## src/rtl/lcd_bus_decoder_if.sv

```systemverilog
`default_nettype none
// ============================================================================
// Module  : lcd_bus_decoder_if
// Brief   : 4-bit HD44780 bus plus the display-mirror outputs of the decoder.
// Revision: 1.0
// ============================================================================
interface lcd_bus_decoder_if;
    logic         LCD_E;
    logic         LCD_RS;
    logic         LCD_RW;
    logic [3:0]   LCD_D;
    logic [127:0] row_A;
    logic [127:0] row_B;
    logic         cmd_valid;
    logic         data_valid;
    logic [7:0]   byte_out;
    logic [6:0]   ddram_addr;
    logic         bus4_mode;
    logic         nibble_err;

    modport master (
        output LCD_E, LCD_RS, LCD_RW, LCD_D,
        input  row_A, row_B, cmd_valid, data_valid, byte_out,
               ddram_addr, bus4_mode, nibble_err
    );

    modport slave (
        input  LCD_E, LCD_RS, LCD_RW, LCD_D,
        output row_A, row_B, cmd_valid, data_valid, byte_out,
               ddram_addr, bus4_mode, nibble_err
    );
endinterface
`default_nettype wire

```

## src/rtl/lcd_bus_decoder.sv

```systemverilog
`default_nettype none
// ============================================================================
// Module  : lcd_bus_decoder
// Brief   : Snoops an HD44780 bus, rebuilds bytes and mirrors the 2x16 display.
// Revision: 1.0
// ============================================================================
module lcd_bus_decoder #(
    parameter int SYNC_STAGES = 2,
    parameter int NIB_TIMEOUT = 100000
) (
    input  wire logic          clk,
    input  wire logic          reset_n,
    lcd_bus_decoder_if.slave   bus
);

    typedef enum logic [0:0] {
        PH_HIGH = 1'b0,
        PH_LOW  = 1'b1
    } phase_t;

    localparam int              c_CW      = (NIB_TIMEOUT > 0) ? $clog2(NIB_TIMEOUT + 1) : 1;
    localparam logic [c_CW-1:0] c_TIMEOUT = c_CW'(NIB_TIMEOUT);
    localparam logic [c_CW-1:0] c_ONE     = c_CW'(1);
    localparam logic            c_TO_EN   = (NIB_TIMEOUT != 0);
    localparam logic [127:0]    c_SPACES  = {16{8'h20}};

    // {E, RS, RW, D[3:0]} through the synchroniser chain
    logic [6:0]                  w_raw;
    logic [SYNC_STAGES-1:0][6:0] r_sync;
    logic                        w_e;
    logic                        r_e_d;
    logic                        w_strobe;
    logic                        r_rs_s;
    logic                        r_rw_s;
    logic [3:0]                  r_d_s;

    phase_t        r_phase,  w_phase_nxt;
    logic [3:0]    r_hi,     w_hi_nxt;
    logic          r_hi_rs,  w_hi_rs_nxt;
    logic          r_hi_rw,  w_hi_rw_nxt;
    logic [c_CW-1:0] r_cnt,  w_cnt_nxt;
    logic [127:0]  r_row_a,  w_row_a_nxt;
    logic [127:0]  r_row_b,  w_row_b_nxt;
    logic [6:0]    r_addr,   w_addr_nxt;
    logic          r_inc,    w_inc_nxt;
    logic          r_mode,   w_mode_nxt;
    logic [7:0]    r_byte,   w_byte_nxt;
    logic          r_cmd,    w_cmd_nxt;
    logic          r_data,   w_data_nxt;
    logic          r_err,    w_err_nxt;

    logic          w_timeout;
    logic          w_done;
    logic [7:0]    w_val;
    logic          w_is_data;
    logic          w_is_read;
    logic [6:0]    w_lsb;

    assign w_raw    = {bus.LCD_E, bus.LCD_RS, bus.LCD_RW, bus.LCD_D};
    assign w_e      = r_sync[SYNC_STAGES-1][6];
    assign w_strobe = r_e_d & ~w_e;

    always_ff @(posedge clk or negedge reset_n) begin
        if (!reset_n) begin
            r_sync <= '0;
            r_e_d  <= 1'b0;
            r_rs_s <= 1'b0;
            r_rw_s <= 1'b0;
            r_d_s  <= 4'h0;
        end else begin
            r_sync <= {r_sync[SYNC_STAGES-2:0], w_raw};
            r_e_d  <= w_e;
            if (w_e) begin
                r_rs_s <= r_sync[SYNC_STAGES-1][5];
                r_rw_s <= r_sync[SYNC_STAGES-1][4];
                r_d_s  <= r_sync[SYNC_STAGES-1][3:0];
            end
        end
    end

    // Line 1 occupies 0x00-0x27, line 2 0x40-0x67; the step wraps between them
    function automatic logic [6:0] f_step(input logic [6:0] a, input logic inc);
        logic [6:0] r;
        if (inc) begin
            if (a == 7'h27)      r = 7'h40;
            else if (a == 7'h67) r = 7'h00;
            else                 r = a + 7'd1;
        end else begin
            if (a == 7'h00)      r = 7'h67;
            else if (a == 7'h40) r = 7'h27;
            else                 r = a - 7'd1;
        end
        return r;
    endfunction

    always_comb begin
        w_phase_nxt = r_phase;
        w_hi_nxt    = r_hi;
        w_hi_rs_nxt = r_hi_rs;
        w_hi_rw_nxt = r_hi_rw;
        w_cnt_nxt   = '0;
        w_row_a_nxt = r_row_a;
        w_row_b_nxt = r_row_b;
        w_addr_nxt  = r_addr;
        w_inc_nxt   = r_inc;
        w_mode_nxt  = r_mode;
        w_byte_nxt  = r_byte;
        w_cmd_nxt   = 1'b0;
        w_data_nxt  = 1'b0;
        w_err_nxt   = 1'b0;
        w_done      = 1'b0;
        w_val       = 8'h00;
        w_is_data   = 1'b0;
        w_is_read   = 1'b0;
        w_lsb       = {~r_addr[3:0], 3'b000};

        w_timeout = c_TO_EN && (r_phase == PH_LOW) && (r_cnt == c_TIMEOUT);
        if (c_TO_EN && (r_phase == PH_LOW) && !w_timeout) begin
            w_cnt_nxt = r_cnt + c_ONE;
        end
        if (w_timeout) begin
            w_err_nxt   = 1'b1;
            w_phase_nxt = PH_HIGH;
        end

        if (w_strobe) begin
            if (!r_mode) begin
                w_done    = 1'b1;
                w_val     = {r_d_s, 4'h0};
                w_is_data = r_rs_s;
                w_is_read = r_rw_s;
            end else if ((r_phase == PH_HIGH) || w_timeout) begin
                // a strobe coinciding with the timeout starts a fresh byte
                w_phase_nxt = PH_LOW;
                w_hi_nxt    = r_d_s;
                w_hi_rs_nxt = r_rs_s;
                w_hi_rw_nxt = r_rw_s;
                w_cnt_nxt   = '0;
            end else begin
                w_phase_nxt = PH_HIGH;
                w_done      = 1'b1;
                w_val       = {r_hi, r_d_s};
                w_is_data   = r_hi_rs;
                w_is_read   = r_hi_rw;
            end
        end

        if (w_done && !w_is_read) begin
            w_byte_nxt = w_val;
            if (w_is_data) begin
                w_data_nxt = 1'b1;
                if (r_addr[6:4] == 3'b000) begin
                    w_row_a_nxt[w_lsb +: 8] = w_val;
                end else if (r_addr[6:4] == 3'b100) begin
                    w_row_b_nxt[w_lsb +: 8] = w_val;
                end
                w_addr_nxt = f_step(r_addr, r_inc);
            end else begin
                w_cmd_nxt = 1'b1;
                if (w_val[7]) begin
                    w_addr_nxt = w_val[6:0];
                end else if (w_val[6]) begin
                    w_addr_nxt = r_addr;
                end else if (w_val[5]) begin
                    w_mode_nxt  = ~w_val[4];
                    w_phase_nxt = PH_HIGH;
                end else if (w_val[7:1] == 7'b0000001) begin
                    w_addr_nxt = 7'h00;
                end else if (w_val == 8'h01) begin
                    w_row_a_nxt = c_SPACES;
                    w_row_b_nxt = c_SPACES;
                    w_addr_nxt  = 7'h00;
                    w_inc_nxt   = 1'b1;
                end else if (w_val[7:2] == 6'b000001) begin
                    w_inc_nxt = w_val[1];
                end
            end
        end
    end

    always_ff @(posedge clk or negedge reset_n) begin
        if (!reset_n) begin
            r_phase <= PH_HIGH;
            r_hi    <= 4'h0;
            r_hi_rs <= 1'b0;
            r_hi_rw <= 1'b0;
            r_cnt   <= '0;
            r_row_a <= c_SPACES;
            r_row_b <= c_SPACES;
            r_addr  <= 7'h00;
            r_inc   <= 1'b1;
            r_mode  <= 1'b0;
            r_byte  <= 8'h00;
            r_cmd   <= 1'b0;
            r_data  <= 1'b0;
            r_err   <= 1'b0;
        end else begin
            r_phase <= w_phase_nxt;
            r_hi    <= w_hi_nxt;
            r_hi_rs <= w_hi_rs_nxt;
            r_hi_rw <= w_hi_rw_nxt;
            r_cnt   <= w_cnt_nxt;
            r_row_a <= w_row_a_nxt;
            r_row_b <= w_row_b_nxt;
            r_addr  <= w_addr_nxt;
            r_inc   <= w_inc_nxt;
            r_mode  <= w_mode_nxt;
            r_byte  <= w_byte_nxt;
            r_cmd   <= w_cmd_nxt;
            r_data  <= w_data_nxt;
            r_err   <= w_err_nxt;
        end
    end

    assign bus.row_A      = r_row_a;
    assign bus.row_B      = r_row_b;
    assign bus.cmd_valid  = r_cmd;
    assign bus.data_valid = r_data;
    assign bus.byte_out   = r_byte;
    assign bus.ddram_addr = r_addr;
    assign bus.bus4_mode  = r_mode;
    assign bus.nibble_err = r_err;

endmodule
`default_nettype wire
```

## src/flat_wrapper.sv

```systemverilog
// flat-port wrapper written by rule: the top's interface ports become plain ports
module lcd_bus_decoder_flat 
#(
    parameter int SYNC_STAGES = 2,
    parameter int NIB_TIMEOUT = 100000
)
  (clk, reset_n, bus_LCD_E, bus_LCD_RS, bus_LCD_RW, bus_LCD_D, bus_row_A, bus_row_B, bus_cmd_valid, bus_data_valid, bus_byte_out, bus_ddram_addr, bus_bus4_mode, bus_nibble_err);
  lcd_bus_decoder_if bus_i ();
  input  wire logic clk;
  input  wire logic reset_n;
  input wire logic [$bits(bus_i.LCD_E)-1:0] bus_LCD_E;
  input wire logic [$bits(bus_i.LCD_RS)-1:0] bus_LCD_RS;
  input wire logic [$bits(bus_i.LCD_RW)-1:0] bus_LCD_RW;
  input wire logic [$bits(bus_i.LCD_D)-1:0] bus_LCD_D;
  output wire logic [$bits(bus_i.row_A)-1:0] bus_row_A;
  output wire logic [$bits(bus_i.row_B)-1:0] bus_row_B;
  output wire logic [$bits(bus_i.cmd_valid)-1:0] bus_cmd_valid;
  output wire logic [$bits(bus_i.data_valid)-1:0] bus_data_valid;
  output wire logic [$bits(bus_i.byte_out)-1:0] bus_byte_out;
  output wire logic [$bits(bus_i.ddram_addr)-1:0] bus_ddram_addr;
  output wire logic [$bits(bus_i.bus4_mode)-1:0] bus_bus4_mode;
  output wire logic [$bits(bus_i.nibble_err)-1:0] bus_nibble_err;
  assign bus_i.LCD_E = bus_LCD_E;
  assign bus_i.LCD_RS = bus_LCD_RS;
  assign bus_i.LCD_RW = bus_LCD_RW;
  assign bus_i.LCD_D = bus_LCD_D;
  assign bus_row_A = bus_i.row_A;
  assign bus_row_B = bus_i.row_B;
  assign bus_cmd_valid = bus_i.cmd_valid;
  assign bus_data_valid = bus_i.data_valid;
  assign bus_byte_out = bus_i.byte_out;
  assign bus_ddram_addr = bus_i.ddram_addr;
  assign bus_bus4_mode = bus_i.bus4_mode;
  assign bus_nibble_err = bus_i.nibble_err;
  lcd_bus_decoder #(.SYNC_STAGES(SYNC_STAGES), .NIB_TIMEOUT(NIB_TIMEOUT)) u_core (.clk(clk), .reset_n(reset_n), .bus(bus_i));
endmodule
```

## config.mk

```make
export PLATFORM = sky130hd
export DESIGN_NAME = lcd_bus_decoder_flat
export DESIGN_NICKNAME = d
export VERILOG_FILES = /design/src/rtl/lcd_bus_decoder_if.sv /design/src/rtl/lcd_bus_decoder.sv /design/src/flat_wrapper.sv
export SDC_FILE = /design/constraint.sdc
export NUM_CORES = 1
export LEC_CHECK = 0
export BUFFER_PORTS_ARGS = -buffer_cell sky130_fd_sc_hd__buf_2
export CAP_MARGIN = 20
export CORE_MARGIN = 4
export CORE_UTILIZATION = 55
export DETAILED_ROUTE_END_ITERATION = 10
export PLACE_DENSITY_LB_ADDON = 0.1
export SYNTH_ARGS = -nofsm -noshare
export SYNTH_HDL_FRONTEND = slang
export SYNTH_SLANG_ARGS = --single-unit
export TNS_END_PERCENT = 100
```

## constraint.sdc

```tcl
create_clock -name clk -period 4.6 [get_ports clk]
set_input_delay 0.69 -clock clk [delete_from_list [all_inputs] [get_ports clk]]
set_output_delay 0.69 -clock clk [all_outputs]
set_load 0.1 [all_outputs]
```

==> summary.txt, run 1 <==
PD cells = 513 nW/µm²
Synth Instances = 1034
global route overflow = 0
Port-buffer cells = 283
Hold Path Stages = 1
Final min period = 4000 ps
number of global-route vias before repair = 9889
initial antenna violation count = 0
WL final = 39300 µm
final net count = 1335
pin count of the biggest net entering global routing = 131
Global Route Usage Sum = 0.293
worst flop-to-flop path startpoint = u_core.r_cnt[0]
Clk network pwr share = 0.295
fill count = 1774
slowest CP cell = nor3_4
RSZ-0062 raised after global routing = no
Starting Density = 0.562
Synth area leader = dfrtp_1
reg2reg setup slack = 600 ps
root buf cell = clkbuf_16
final setup TNS = 0 ps
reg2reg end = u_core.bus.row_A[84]
M1 WL = 17100 µm
critical path's top delay family = simple AND/OR/NAND/NOR gates
part of the power in registers = 0.410
top-count cell post-synth = dfrtp_1
Core Region = 23600 µm²
die height = 163 µm
die width = 163 µm
Syn Nets = 1050
Pre-Repair DR Iteration Count = 5
DR WL met3 = 3880 µm
DR WL/cell = 23.7 µm
P_sw = 3.26 mW
Crit. End Element = flip-flop
CTS Buffer Depth = 3
Ports = 284
Yosys cell types = 73
status = finished clean
Worst Hold Path EP = u_core.r_sync[2]
Skew-Pair Late Insertion Delay = 560 ps
DR WL met2 = 17500 µm
sequential area share after synthesis = 0.608
# hold bufs at CTS = 0
via count = 10.2k
Critical Path Max Stage Delay = 760 ps
VDD IR-drop max = 292 µV
max-slew violations = 0
period utilisation layout = 0.869
Hold WS = 231 ps
clk_skew = 13.1 ps
Worst Min Path Start = bus_LCD_D[2]
CP bufs+invs = 2
global-route wire length before repair = 60500 µm
CTS Buf Count = 31
drt drc = 0
Placer Congestion = 0.938
Setup Fix Bufs, Post-CTS = 0
top cells by area, synth = dfrtp_1, a22o_1, dfstp_2, mux2_2, nor2_1
flops & latches, synth = 321
worst endpoint required time = 5090 ps
Worst Path Max Fanout = 16
Post-synth EDFFs = 0
Fmax = 250 MHz
synthesized area = 13300 µm²
clk sinks = 321
Antenna Nets Post-Route = 0
slew margin rel. = 0.321
synth cell count leaders = dfrtp_1, a22o_1, nor2_1
# setup viols final = 0
post_cts resized = 0
CTS clk-pin slew, worst paths = 60 ps
Area Overhead vs Synth = 20.9%
top_reg_cell synth = dfrtp_1
Final Hold Viols = 0
Syn. warnings = 0
type of origin of the critical path = flip-flop
Slew @ Worst Pin = 1020 ps
diode count = 0
CTS tree = built
ys async rst share = 1.00
CP Cell Sequence = inv_1 > ha_1 > or4b_4 > or4_1 > a31o_1 > a211o_1 > buf_16 > nor3_4 > a22o_1
Tightest Hold Check Type = in -> reg
Net Sw Frac = 0.396
max cap viols = 0
Via density = 6.16
Setup Crit Path Kind = reg -> reg
top sig layer = met4
static power due to leakage = 8.31 nW
Detailed Route Iter0 Violations = 1038
R2R cell count = 9
share of cells above drive strength 1 = 0.347
DPL Wire Length = 27300 µm
top-area cell type share of the netlist area = 0.543
die area = 26700 µm²
H-tree depth = 1
Mean Syn Cell Area = 12.8 µm²
crit path DAT = 4490 ps
internal power = 4.97 mW
combinational fraction of design power = 0.295
Rows = 56
-- registers in the layout, summed over array words and instances (netlist names) --
register and cells:
u_core.bus.bus4_mode 1, u_core.bus.byte_out 8, u_core.bus.cmd_valid 1, u_core.bus.data_valid 1, u_core.bus.ddram_addr 7, u_core.bus.nibble_err 1, u_core.bus.row_A 128, u_core.bus.row_B 128
u_core.r_cnt 17, u_core.r_d_s 4, u_core.r_e_d 1, u_core.r_hi 4, u_core.r_hi_rs 1, u_core.r_hi_rw 1, u_core.r_inc 1, u_core.r_phase 1
u_core.r_rs_s 1, u_core.r_rw_s 1, u_core.r_sync 14
-- logic make-up (layout without fill, tap and decap cells) --
family / Yosys count / after routing / synth area share
buffers and inverters: 85 / 395 / 0.0331
AOI/OAI and AO/OA: 340 / 340 / 0.209
muxes: 30 / 30 / 0.0254
adders and majority gates: 7 / 7 / 0.00660
xor gates and xnor gates: 18 / 18 / 0.0119
and+or+nand+nor: 233 / 233 / 0.106
DFF: 321 / 321 / 0.608
-- cells in the final DEF, fill, tap and decap left out, types with 13 or more instances in the layout --
cell         n
a22o_1     224
clkbuf_1    15
a21oi_1     20
buf_2      283
o21ai_0     23
dfstp_2     33
and3_1      14
a22oi_1     13
nor3_4      13
mux2_2      28
dfrtp_1    288
clkbuf_16   31
nand3_1     32
inv_1       17
nor2_1      60
nand2_1     43
buf_4       32
-- final cells by class --
cell class	instances	area (µm²)	share of cell area
Multi-Input combinational cell	628	4790	0.298
Timing Repair Buffer	320	1760	0.110
Inverter	17	63.8	0.00398
Tap cell	319	399	0.0249
Clock inverter	8	73.8	0.00460
Clock buffer	50	887	0.0553
Sequential cell	321	8070	0.503
-- worst max path at each step --
stage / startpoint / end / depth (start not counted)
2_1_floorplan: u_core.r_cnt[0] / u_core.bus.row_B[100] / 15
3_3_place_gp: u_core.r_cnt[0] / u_core.bus.row_B[20] / 9
3_5_place_dp: u_core.r_cnt[0] / u_core.bus.row_A[67] / 9
4_1_cts: u_core.r_cnt[0] / u_core.bus.row_A[67] / 9
5_1_grt: u_core.r_cnt[0] / u_core.bus.row_A[67] / 9
6_report: u_core.r_cnt[0] / u_core.bus.row_A[84] / 9
-- layer usage --
metal	GRT usage	vias to the layer above
li1	-	4486
met1	0.444	5175
met2	0.425	506
met3	0.0749	73
met4	0.0766	0
met5	0	-
-- power groups by stage --
stage	clock (mW)	sequential, mW	combinational (mW)
5_1_grt	2.59	3.40	2.54
3_5_place_dp	0	3.41	2.41
3_3_place_gp	0	3.40	2.38
4_1_cts	2.45	3.36	2.42
2_1_floorplan	0	4.48	0.817
6_report	2.42	3.37	2.43
-- through the flow --
stage	worst slack, ps	instance area (µm²)	std cells	total power, mW	utilization
finish	604	16000	1663	8.22	0.680
global route	428	16000	1663	8.53	0.680
CTS	629	16000	1662	8.23	0.679
detailed placement	652	15100	1604	5.82	0.639
global placement	652	15100	1603	5.78	0.638
floorplan	1200	13300	1034	5.29	-
Power figures use the tool's default switching activity.
==> inputs of run 2 (changes only) <==
CAP_MARGIN = 10   (was 20)
clock period = 4.9 ns   (was 4.6 ns; I/O delays follow)
==> summary.txt, run 2 (synthesized netlist as in run 1, its figures left out) <==
root buf cell = clkbuf_16 (unchanged)
Reg area = 8070 µm² (unchanged)
Pre-Repair DR Iteration Count = 5 (unchanged)
Placer Congestion = 0.901 (was 0.938)
Antenna Nets Post-Route = 0 (unchanged)
# hold bufs at CTS = 0 (unchanged)
pin count of the biggest net entering global routing = 103 (was 131)
Ports = 284 (unchanged)
number of global-route vias before repair = 10.0k (was 9889)
Area Overhead vs Synth = 21.4% (was 20.9%)
# setup viols final = 0 (unchanged)
global-route wire length before repair = 61900 µm (was 60500 µm)
M1 WL = 17600 µm (was 17100 µm)
post_cts resized = 0 (unchanged)
final net count = 1329 (was 1335)
PD cells = 498 nW/µm² (was 513 nW/µm²)
DR WL met3 = 4270 µm (was 3880 µm)
Port-buffer cells = 283 (unchanged)
die width = 163 µm (unchanged)
Tightest Hold Check Type = in -> async (was in -> reg)
CTS clk-pin slew, worst paths = 60 ps (about the same)
initial antenna violation count = 0 (unchanged)
Place WS = 1190 ps (was 652 ps)
clk sinks = 321 (unchanged)
Setup Crit Path Kind = reg -> reg (unchanged)
static power due to leakage = 8.33 nW (was 8.31 nW)
DR WL/cell = 24.7 µm (was 23.7 µm)
DR WL met2 = 18200 µm (was 17500 µm)
CTS Buf Count = 34 (was 31)
slew margin rel. = 0.183 (was 0.321)
Final min period = 3750 ps (was 4000 ps)
Crit. End Element = flip-flop (unchanged)
top sig layer = met4 (unchanged)
VDD IR-drop max = 349 µV (was 292 µV)
Skew-Pair Late Insertion Delay = 510 ps (was 560 ps)
most frequent cells in the layout = dfrtp_1, buf_2, a22o_1 (unchanged)
Slew @ Worst Pin = 1220 ps (was 1020 ps)
CTS tree = built (unchanged)
Via density = 6.25 (was 6.16)
max cap viols = 0 (unchanged)
Detailed Route Iter0 Violations = 1544 (was 1038)
Starting Density = 0.562 (unchanged)
type of origin of the critical path = flip-flop (unchanged)
drt drc = 0 (unchanged)
clk_skew = 16.6 ps (was 13.1 ps)
fill count = 1767 (was 1774)
via count = 10.4k (was 10.2k)
diode count = 0 (unchanged)
PnR worst setup slack = 1150 ps (was 604 ps)
Core Region = 23600 µm² (unchanged)
worst endpoint required time = 5330 ps (was 5090 ps)
Global Route Usage Sum = 0.302 (was 0.293)
Hold WS = 242 ps (was 231 ps)
Fmax = 267 MHz (was 250 MHz)
Rows = 56 (unchanged)
status = finished clean (unchanged)
crit path DAT = 4190 ps (was 4490 ps)
DPL Wire Length = 27800 µm (was 27300 µm)
commonest non-fill, non-tap cell in the layout = dfrtp_1 (unchanged)
share of cells above drive strength 1 = 0.345 (was 0.347)
max-slew violations = 0 (unchanged)
Final Hold Viols = 0 (unchanged)
Setup Fix Bufs, Post-CTS = 0 (unchanged)
RSZ-0062 raised after global routing = no (unchanged)
Worst Path Max Fanout = 18 (was 16)
H-tree depth = 2 (was 1)
WL final = 41000 µm (was 39300 µm)
global route overflow = 0 (unchanged)
die height = 163 µm (unchanged)
footprint of the multi-input gates = 4790 µm² (about the same)
CTS Buffer Depth = 3 (unchanged)
final setup TNS = 0 ps (unchanged)
die area = 26700 µm² (unchanged)
period utilisation layout = 0.766 (was 0.869)
## run 2: worst max-delay path: stages, from the launching register on
cell and delay [ps]:
dfrtp_1 420, inv_1 80, ha_1 130, or4b_4 480
or4_1 670, a31o_1 270, a211o_1 290, buf_4 270
nor3_4 790, a22o_1 270
## run 2: worst paths after layout
path	start	end	slack, ps	depth (start not counted)
min reg2reg	u_core.r_sync[1]	u_core.r_sync[8]	340	0
max reg2reg	u_core.r_cnt[0]	u_core.bus.row_B[111]	1150	9
max	u_core.r_cnt[0]	u_core.bus.row_B[111]	1150	9
min in group clk	bus_LCD_RW	u_core.r_sync[4]	340	1
max in group asynchronous	reset_n	u_core.bus.row_A[102]	3610	2
min	reset_n	u_core.bus.row_A[20]	240	1
## run 2: final cells by class
cell class                      instances  area share
Multi-Input combinational cell        628       0.298
Clock buffer                           53      0.0604
Inverter                               17     0.00396
Timing Repair Buffer                  311       0.103
Tap cell                              319      0.0248
Clock inverter                          8     0.00916
Sequential cell                       321       0.501
## run 2: metal layers
metal	vias to the layer above	track usage
met3	69	0.0807
met1	5212	0.447
met2	611	0.447
met4	0	0.0797
met5	-	0
li1	4461	-
## run 2: through the flow
step / total power [mW] / utilization / cell area [µm²] / std cells
3_5_place_dp: 5.44 / 0.635 / 15000 / 1596
6_report: 8.02 / 0.682 / 16100 / 1657
5_1_grt: 8.32 / 0.682 / 16100 / 1657
4_1_cts: 8.04 / 0.682 / 16100 / 1657
2_1_floorplan: 4.97 / - / 13300 / 1034
3_3_place_gp: 5.41 / 0.635 / 15000 / 1596
## run 2: power by group
part,switching [mW],internal (mW)
clock,1.03,1.58
combinational,1.82,0.442
sequential,0.233,2.92
==> inputs of run 3 (changes only) <==
ABC_AREA = 1   (was not set)
clock period = 3.8 ns   (was 4.9 ns; I/O delays follow)
==> summary.txt, run 3 <==
status = finished clean (unchanged)
Net Sw Frac = 0.410 (was 0.384)
Worst Path Max Fanout = 51 (was 18)
internal power = 6.42 mW (was 4.94 mW)
Synth Instances = 1772 (was 1034)
DR WL/cell = 18.7 µm (was 24.7 µm)
Synth area leader = dfrtp_1 (unchanged)
period utilisation layout = 0.867 (was 0.766)
sequential area share after synthesis = 0.533 (was 0.608)
DPL Wire Length = 32300 µm (was 27800 µm)
initial antenna violation count = 1 (was 0)
Final Hold Viols = 0 (unchanged)
Placer Congestion = 0.956 (was 0.901)
Clk network pwr share = 0.312 (was 0.325)
Placed Cells = 2339 (was 1596)
top cells by area, synth = dfrtp_1, nand2_1, nand3_1, dfstp_2, nor2_1 (was dfrtp_1, a22o_1, dfstp_2, mux2_2, nor2_1)
drt drc = 0 (unchanged)
final setup TNS = 0 ps (unchanged)
Setup Fix Bufs, Post-CTS = 0 (unchanged)
PD cells = 606 nW/µm² (was 498 nW/µm²)
Area Overhead vs Synth = 18.5% (was 21.4%)
Detailed Route Iter0 Violations = 1347 (was 1544)
Crit. End Element = flip-flop (unchanged)
slew margin rel. = 0.344 (was 0.183)
Mean Syn Cell Area = 8.55 µm² (was 12.8 µm²)
most frequent cells in the layout = nand2_1, dfrtp_1, buf_2 (was dfrtp_1, buf_2, a22o_1)
# hold bufs at CTS = 0 (unchanged)
Rows = 60 (was 56)
Fmax = 303 MHz (was 267 MHz)
worst endpoint required time = 4200 ps (was 5330 ps)
top-count cell post-synth = nand2_1 (was dfrtp_1)
crit path DAT = 3690 ps (was 4190 ps)
WL final = 44800 µm (was 41000 µm)
die area = 30300 µm² (was 26700 µm²)
Yosys cell types = 46 (was 73)
number of global-route vias before repair = 13.0k (was 10.0k)
VDD IR-drop max = 569 µV (was 349 µV)
Syn Nets = 1788 (was 1050)
Post-Layout Cell Count = 2401 (was 1657)
Post-Route Utilization = 0.664 (was 0.682)
Pre-Repair DR Iteration Count = 7 (was 5)
Post-synth EDFFs = 0 (unchanged)
# setup viols final = 0 (unchanged)
Core Region = 27000 µm² (was 23600 µm²)
die width = 174 µm (was 163 µm)
P_sw = 4.46 mW (was 3.08 mW)
top-area cell type share of the netlist area = 0.476 (was 0.543)
part of the power in registers = 0.372 (was 0.393)
Tightest Hold Check Type = in -> async (unchanged)
type of origin of the critical path = flip-flop (unchanged)
post_cts resized = 0 (unchanged)
Syn. warnings = 0 (unchanged)
Global Route Usage Sum = 0.294 (was 0.302)
Port-buffer cells = 283 (unchanged)
pin count of the biggest net entering global routing = 121 (was 103)
via count = 13.5k (was 10.4k)
flops & latches, synth = 321 (unchanged)
diode count = 0 (unchanged)
CTS Buffer Depth = 3 (unchanged)
max-slew violations = 0 (unchanged)
combinational fraction of design power = 0.316 (was 0.282)
CTS Buf Count = 34 (unchanged)
synth cell count leaders = nand2_1, dfrtp_1, nand3_1 (was dfrtp_1, a22o_1, nor2_1)
global-route wire length before repair = 71700 µm (was 61900 µm)
Ports = 284 (unchanged)
Setup Crit Path Kind = reg -> reg (unchanged)
Final min period = 3300 ps (was 3750 ps)
Starting Density = 0.561 (was 0.562)
clk_skew = 18.3 ps (was 16.6 ps)
root buf cell = clkbuf_16 (unchanged)
Antenna Nets Post-Route = 0 (unchanged)
Via density = 5.63 (was 6.25)
clk sinks = 321 (unchanged)
RSZ-0062 raised after global routing = no (unchanged)
Hold WS = 147 ps (was 242 ps)
die height = 174 µm (was 163 µm)
share of cells above drive strength 1 = 0.232 (was 0.345)
fin area = 18000 µm² (was 16100 µm²)
Skew-Pair Late Insertion Delay = 520 ps (was 510 ps)
CTS clk-pin slew, worst paths = 60 ps (about the same)
CTS tree = built (unchanged)
Slew @ Worst Pin = 980 ps (was 1220 ps)
ys async rst share = 1.00 (unchanged)
placed cell area = 16800 µm² (was 15000 µm²)
static power due to leakage = 9.76 nW (was 8.33 nW)
commonest non-fill, non-tap cell in the layout = nand2_1 (was dfrtp_1)
H-tree depth = 2 (unchanged)
R2R cell count = 17 (was 9)
final net count = 2050 (was 1329)
top_reg_cell synth = dfrtp_1 (unchanged)
max cap viols = 0 (unchanged)
synthesized area = 15100 µm² (was 13300 µm²)
global route overflow = 0 (unchanged)
==> run 3: power groups by stage <==
stage               Clock [mW]  Combinational [mW]  Sequential (mW)
finish                    3.39                3.44             4.05
global route              3.59                3.65             4.07
CTS                       3.44                3.42             4.03
detailed placement           0                3.41             4.09
global placement             0                3.37             4.09
floorplan                    0                1.43             5.42
==> run 3: layer usage <==
layer | GRT usage | share of wire
met5 | 0 | 0.00020
met4 | 0.123 | 0.046
met3 | 0.0629 | 0.086
met2 | 0.464 | 0.46
met1 | 0.398 | 0.40
==> run 3: cells by family after synthesis <==
kind of cell               synth area share
and+or+nand+nor                       0.373
DFF                                   0.533
buffers and inverters                0.0580
AOI/OAI and AO/OA                    0.0267
adders and majority gates           0.00578
xor gates and xnor gates            0.00347
==> run 3: worst paths after layout <==
check                                         to             start  slack (ps)
max                         u_core.bus.row_B[58]   u_core.r_cnt[0]         500
min in group clk                u_core.r_sync[5]        bus_LCD_RS         160
min                         u_core.bus.row_A[26]           reset_n         150
max reg2reg                 u_core.bus.row_B[58]   u_core.r_cnt[0]         500
min reg2reg                    u_core.r_sync[10]  u_core.r_sync[3]         350
max in group asynchronous  u_core.bus.row_A[125]           reset_n        2640
==> run 3: metrics by stage <==
| step | worst slack, ps | total power, mW |
|---|---|---|
| floorplan | 447 | 6.85 |
| global placement | 720 | 7.46 |
| detailed placement | 544 | 7.50 |
| CTS | 517 | 10.9 |
| global route | 197 | 11.3 |
| finish | 504 | 10.9 |
==> run 3: worst max-delay path: stages (launching register included) <==
cell	delay (ps)
dfrtp_1	400
inv_1	70
ha_1	200
inv_1	50
nor2_1	40
nand2_1	60
nor2_1	60
nand2_4	120
nand2_4	130
ha_1	230
a211oi_1	240
nand2_1	160
clkinv_1	180
nand2_1	170
nand2_8	400
nand3_1	410
nand2_1	170
nand2_1	60
==> run 3: layout make-up <==
class / instances / area [µm²]
Tap cell: 341 / 427
Sequential cell: 321 / 8070
Timing Repair Buffer: 323 / 1880
Clock buffer: 55 / 1060
Inverter: 59 / 221
Fill cell: 2277 / 9070
Clock inverter: 7 / 87.6
Multi-Input combinational cell: 1295 / 6200
